--- config.mk ---
export PLATFORM = sky130hd
export DESIGN_NAME = pc_fetch_ctrl
export DESIGN_NICKNAME = d
export VERILOG_FILES = /design/src/rtl/pc_fetch_ctrl.sv
export SDC_FILE = /design/constraint.sdc
export NUM_CORES = 1
export LEC_CHECK = 0
export BUFFER_PORTS_ARGS = -buffer_cell sky130_fd_sc_hd__buf_2
export CORE_ASPECT_RATIO = 1.5
export CORE_MARGIN = 1
export CORE_UTILIZATION = 45
export CTS_CLUSTER_SIZE = 8
export DETAILED_ROUTE_END_ITERATION = 8
export PLACE_DENSITY_LB_ADDON = 0.12
export RECOVER_POWER = 50
export SETUP_SLACK_MARGIN = 0.4
export SYNTH_ARGS = -nofsm -noshare
export SYNTH_HDL_FRONTEND = slang
export SYNTH_SLANG_ARGS = --single-unit
--- constraint.sdc ---
create_clock -name clk_i -period 2.09 [get_ports clk_i]
set_clock_uncertainty 0.15 [all_clocks]
set_input_delay 0.418 -clock clk_i [delete_from_list [all_inputs] [get_ports clk_i]]
set_output_delay 0.418 -clock clk_i [all_outputs]
set_load 0.005 [all_outputs]
--- src/rtl/pc_fetch_ctrl.sv ---
// pc_fetch_ctrl
//   Picks the next F-stage PC each cycle, in priority order: reset hold,
//   exception entry, ERET return, post-redirect sequential fetch, buffered
//   branch target, live branch target, PC+4. Also drives the PC load
//   enable, the exception strobe and the pipeline flush. A branch that
//   resolves while fetch cannot advance is held until fetch can advance.
//
// Ports
//   clk_i           system clock, rising edge
//   reset_i         synchronous, active-high reset
//   pc_i            current F-stage PC register value
//   stall_i         hazard-unit stall of F/D
//   imem_ready_i    instruction word at pc_i returned this cycle
//   br_taken_i      D-stage branch/jump resolved taken
//   br_target_i     D-stage redirect target
//   exc_req_i       exception/interrupt committing in M
//   eret_i          ERET committing in M
//   epc_i           CP0 EPC value
//   npc_o           next PC to load
//   pc_en_o         PC register load enable
//   req_o           force PC to PC_EXC (the PC register loads it itself)
//   flush_o         clear D/E/M pipeline registers
//   redirect_cnt_o  count of applied redirects
module pc_fetch_ctrl #(
    parameter logic [31:0] PC_RESET = 32'h0000_3000,
    parameter logic [31:0] PC_EXC   = 32'h0000_4180,
    parameter int          CNT_W    = 32
) (
    input  logic             clk_i,
    input  logic             reset_i,
    input  logic [31:0]      pc_i,
    input  logic             stall_i,
    input  logic             imem_ready_i,
    input  logic             br_taken_i,
    input  logic [31:0]      br_target_i,
    input  logic             exc_req_i,
    input  logic             eret_i,
    input  logic [31:0]      epc_i,
    output logic [31:0]      npc_o,
    output logic             pc_en_o,
    output logic             req_o,
    output logic             flush_o,
    output logic [CNT_W-1:0] redirect_cnt_o
);

    localparam logic [1:0] ST_RUN   = 2'd0;
    localparam logic [1:0] ST_WAIT  = 2'd1;
    localparam logic [1:0] ST_REDIR = 2'd2;

    logic [1:0]       state_q, state_d;
    logic             pend_valid_q, pend_valid_d;
    logic [31:0]      pend_target_q, pend_target_d;
    logic [CNT_W-1:0] cnt_q, cnt_d;

    logic        advance;
    logic [31:0] pc_plus4;
    logic        tgt_load;   // branch or buffered target selected this cycle
    logic        redirect;   // cycle counts toward redirect_cnt
    logic        in_redir;

    assign advance  = imem_ready_i & ~stall_i;
    assign pc_plus4 = pc_i + 32'd4;   // wraps modulo 2^32
    assign in_redir = (state_q == ST_REDIR);

    always_comb begin
        npc_o    = pc_plus4;
        pc_en_o  = 1'b0;
        req_o    = 1'b0;
        flush_o  = 1'b0;
        tgt_load = 1'b0;
        if (reset_i) begin
            npc_o = pc_plus4;
        end else if (exc_req_i) begin
            // Handler address comes from the PC register itself; fetch abandoned.
            req_o   = 1'b1;
            flush_o = 1'b1;
        end else if (eret_i) begin
            npc_o   = epc_i;
            pc_en_o = 1'b1;
            flush_o = 1'b1;
        end else if (in_redir) begin
            // D holds a flushed instruction; its branch outcome is garbage.
            pc_en_o = advance;
        end else if (pend_valid_q) begin
            npc_o    = pend_target_q;
            pc_en_o  = advance;
            tgt_load = 1'b1;
        end else if (br_taken_i) begin
            npc_o    = br_target_i;
            pc_en_o  = advance;
            tgt_load = 1'b1;
        end else begin
            pc_en_o = advance;
        end
    end

    assign redirect = req_o | (eret_i & ~exc_req_i & ~reset_i) | (tgt_load & pc_en_o);

    always_comb begin
        pend_valid_d  = pend_valid_q;
        pend_target_d = pend_target_q;
        if (exc_req_i | eret_i) begin
            pend_valid_d = 1'b0;
        end else if (!in_redir && br_taken_i && !advance) begin
            // Newer assertion of the same held branch overwrites the target.
            pend_valid_d  = 1'b1;
            pend_target_d = br_target_i;
        end else if (pend_valid_q && advance && !in_redir) begin
            pend_valid_d = 1'b0;
        end
    end

    always_comb begin
        state_d = imem_ready_i ? ST_RUN : ST_WAIT;
        if (exc_req_i | eret_i)
            state_d = ST_REDIR;
    end

    assign cnt_d = redirect ? cnt_q + 1'b1 : cnt_q;

    always_ff @(posedge clk_i) begin
        if (reset_i) begin
            state_q       <= ST_RUN;
            pend_valid_q  <= 1'b0;
            pend_target_q <= 32'd0;
            cnt_q         <= '0;
        end else begin
            state_q       <= state_d;
            pend_valid_q  <= pend_valid_d;
            pend_target_q <= pend_target_d;
            cnt_q         <= cnt_d;
        end
    end

    assign redirect_cnt_o = cnt_q;

endmodule

==> flow_summary.yaml <==
logic_synthesis:
  postSynth.topFlopCell: "dfxtp_1"
  dominant_cell_type_by_area_after_synthesis: "dfxtp_1"
  synthesis.instances: 580
  synth.top_cells.by_area: "dfxtp_1, nand2_1, a21oi_1, nor2_1, xnor2_1"
  number_of_different_library_cells_in_the_post_synthesis_netlist: 47
  ys_seq_area_share_pct: 31.44
  yosysWarnings: 0
  synth-seq-cells: 67
  async_flop_share_pct: 0
  synth_area_per_cell_sq_um: 7.356
  mappedNetlistArea_sq_um: 4267
  synth-edff-count: 0
  synth.net_count: 685
  netlist.area_leader.share_pct: 31.44
clock_tree:
  cts_tree: "yes"
  post_cts_hold_buffer_count: 0
  cts.reportedPaths.clkPinSlew_ps: 60
  number_of_h_tree_branching_levels: 3
  cts_bufs_inserted: 9
  cts_buffer_depth: 2
  clock_sink_count: 67
  clock_tree.root_cell: "clkbuf_16"
  clk-insertion-delay-late_ps: 340
cells_and_area:
  layout.filler_cells: 546
  final_cell_mix: "buf_2, buf_4, nand2_1, dfxtp_1"
  finish.net_count: 980
  antenna-diode-count: 0
  multi_input_area_sq_um: 3640
  final_cell_count_no_fill: 992
  area_growth_pct: 82.61
  final_cell_area_sq_um: 7791
  seq_area_sq_um: 1360
  final_layout_size_suffix_gt1_share_pct: 53.30
  layout_commonest_cell: "buf_2"
sta:
  timing.final.ws_setup_ps: -467.9
  achievable-frequency_ghz: 0.3909
  final.min_clock_period_ps: 2558
  timing.final.setup_violations: 56
  fin_crit_sh_pct: 122.4
  worst-slew-pin-transition_ps: 461.9
  finalSetupTns_ps: -12620
  rsz_0062_raised_after_global_routing: "yes"
  maxSlewHeadroom_pct: 68.99
  slew_viol_final: 0
  report.final.hold_viol_count: 0
worst_hold_path:
  timing.hold.worst.class: "in2reg"
drt:
  detail_route.first_pass.iterations: 5
  detail_route.wirelength.met1_microns: 6841
  wl_per_cell_microns: 19.85
  via_count: 6130
  drt-initial-drc-count: 414
  via_per_inst: 6.179
  wire_length_after_detailed_routing_microns: 19690
  wl_met3_microns: 1312
  detailroute.wirelength.met2_microns: 10400
  post-route-drc-count: 0
  highest_layer: "met4"
  ant_nets: 0
floorplan:
  die-area_sq_um: 9883
  dieHeight_microns: 121.3
  die_x_microns: 81.51
  floorplan.initialDensity_pct: 46.11
  core_area_sq_um: 9254
  rows: 43
  boundaryPins: 170
power_and_ir_drop:
  power_spent_charging_and_discharging_nets_w: 0.001064
  clock_group_share_of_total_power_pct: 41.6
  totalPowerFinal_w: 0.003799
  p_seq_share_pct: 34.6
  swShare_pct: 27.99
  power.internal_w: 0.002736
  power.combinational.fraction_pct: 23.8
  power_density_nw_per_um2: 487.6
  worst_ir_drop_vdd_mv: 0.5183
  power.static_leakage_nw: 3.185
critical_path:
  cp.arrival_ps: 1990
  worstSetupPathType: "reg2out"
  worstPathRequired_ps: 1520
  critical_path.endpoint_type: "output port"
  critical_path.startpoint_type: "flip-flop"
  critical_path.max_fanout: 4
place:
  dpl-instance-area_sq_um: 6442
  placedCellCount: 945
  gpl.final_weighted_congestion: 0.9351
  dp_hpwl_microns: 12310
  io_buffer_count: 169
grt:
  grt_start_max_net_pins: 30
  grt_overflow_total: 0
  grt_usage_pct: 36.73
  initial_antenna_violation_count: 0
  first_global_vias: 5870
  grt_pass1_wl_microns: 27790
outcome:
  run_status: "complete, but fails checks"
  violations: "negative setup slack"
job:
  maxCapViolCount: 0
[final cells by class]
class	instances	share of cell area [%]
timing repair buffer	322	29.66
clock buffer	11	3.244
multi-input combinational	468	46.72
clock inverter	5	0.7869
sequential	67	17.46
inverter	7	0.3372
tap	112	1.799
[kinds of logic (layout without fill, tap and decap cells)]
family / after synthesis / count (layout) / synth area share (%)
AND/OR/NAND/NOR: 269 / 271 / 30.59
AO/OA/AOI/OAI: 152 / 152 / 23.96
flip-flops: 67 / 67 / 31.44
buffers and inverters: 47 / 345 / 4.252
XOR/XNOR: 37 / 37 / 7.595
multiplexers: 6 / 6 / 1.583
adder cells (fa/ha/maj): 2 / 2 / 0.5864
[worst max-delay path, cell delays in order (launching register included)]
cell      delay (ps)
dfxtp_2          320
nor2b_4          120
buf_6            110
nor3b_4          250
buf_6            170
buf_6            120
a22oi_2          100
o221ai_4         280
buf_2            180
[power groups by stage]
stage	Clock [W]	Combinational [W]	Sequential (W)
2_1_floorplan	0	0.000331	0.00133
3_3_place_gp	0	0.000697	0.00133
3_5_place_dp	0	0.000711	0.00133
4_1_cts	0.00159	0.000810	0.00131
5_1_grt	0.00164	0.000960	0.00131
6_report	0.00158	0.000905	0.00131
[metrics by stage]
stage,util [%],setup slack (ps),hold WS [ps]
4_1_cts,79.52,-384.9,124.6
6_report,84.19,-467.9,148.4
3_5_place_dp,69.62,-403.7,295.6
5_1_grt,84.19,-506.7,140.1
3_3_place_gp,69.62,-290.2,290.8
2_1_floorplan,-,-83.88,286.0
[cells in the mapped netlist (7+ instances only)]
cell type	n
a21oi_1	58
a221o_1	7
a221oi_1	9
a22oi_1	13
and3_1	9
clkbuf_1	31
dfxtp_1	67
nand2_1	101
nand3_1	27
nand4_1	18
nor2_1	49
nor2b_1	9
nor3_1	10
nor4_1	7
o21ai_0	15
o221ai_1	12
o31ai_1	8
o32ai_1	8
or3_1	8
or4_1	11
xnor2_1	20
xor2_1	17
[registers in the layout, summed over array words and instances (netlist names)]
name / flops
pend_target_q: 32
pend_valid_q: 1
state_q: 2
redirect_cnt_o: 32
[routing by layer]
layer  vias to the layer above  global-route usage (%)
met2                       350                   65.31
met3                       115                   8.872
li1                       2738                       -
met1                      2927                   37.17
met5                         -                       0
met4                         0                   22.77
[worst paths after layout]
check	cells after the start	startpoint	to	slack, ps
setup / recovery	8	state_q[1]$_SDFF_PP0_	npc_o[17]	-470
hold reg to reg	2	pend_target_q[29]$_SDFFE_PP0P_	pend_target_q[29]$_SDFFE_PP0P_	310
setup reg to reg	7	state_q[1]$_SDFF_PP0_	redirect_cnt_o[20]$_SDFFE_PP0P_	-270
hold / removal	2	reset_i	redirect_cnt_o[28]$_SDFFE_PP0P_	150
[timing repair]
item / in CTS / in global routing
cloned: 3 / 0
resized for setup: 100 / 72
endpoints found under the setup margin: 59 / 65
pin swaps: 71 / 46
setup buffers: 15 / 13
Power figures use the tool's default switching activity.
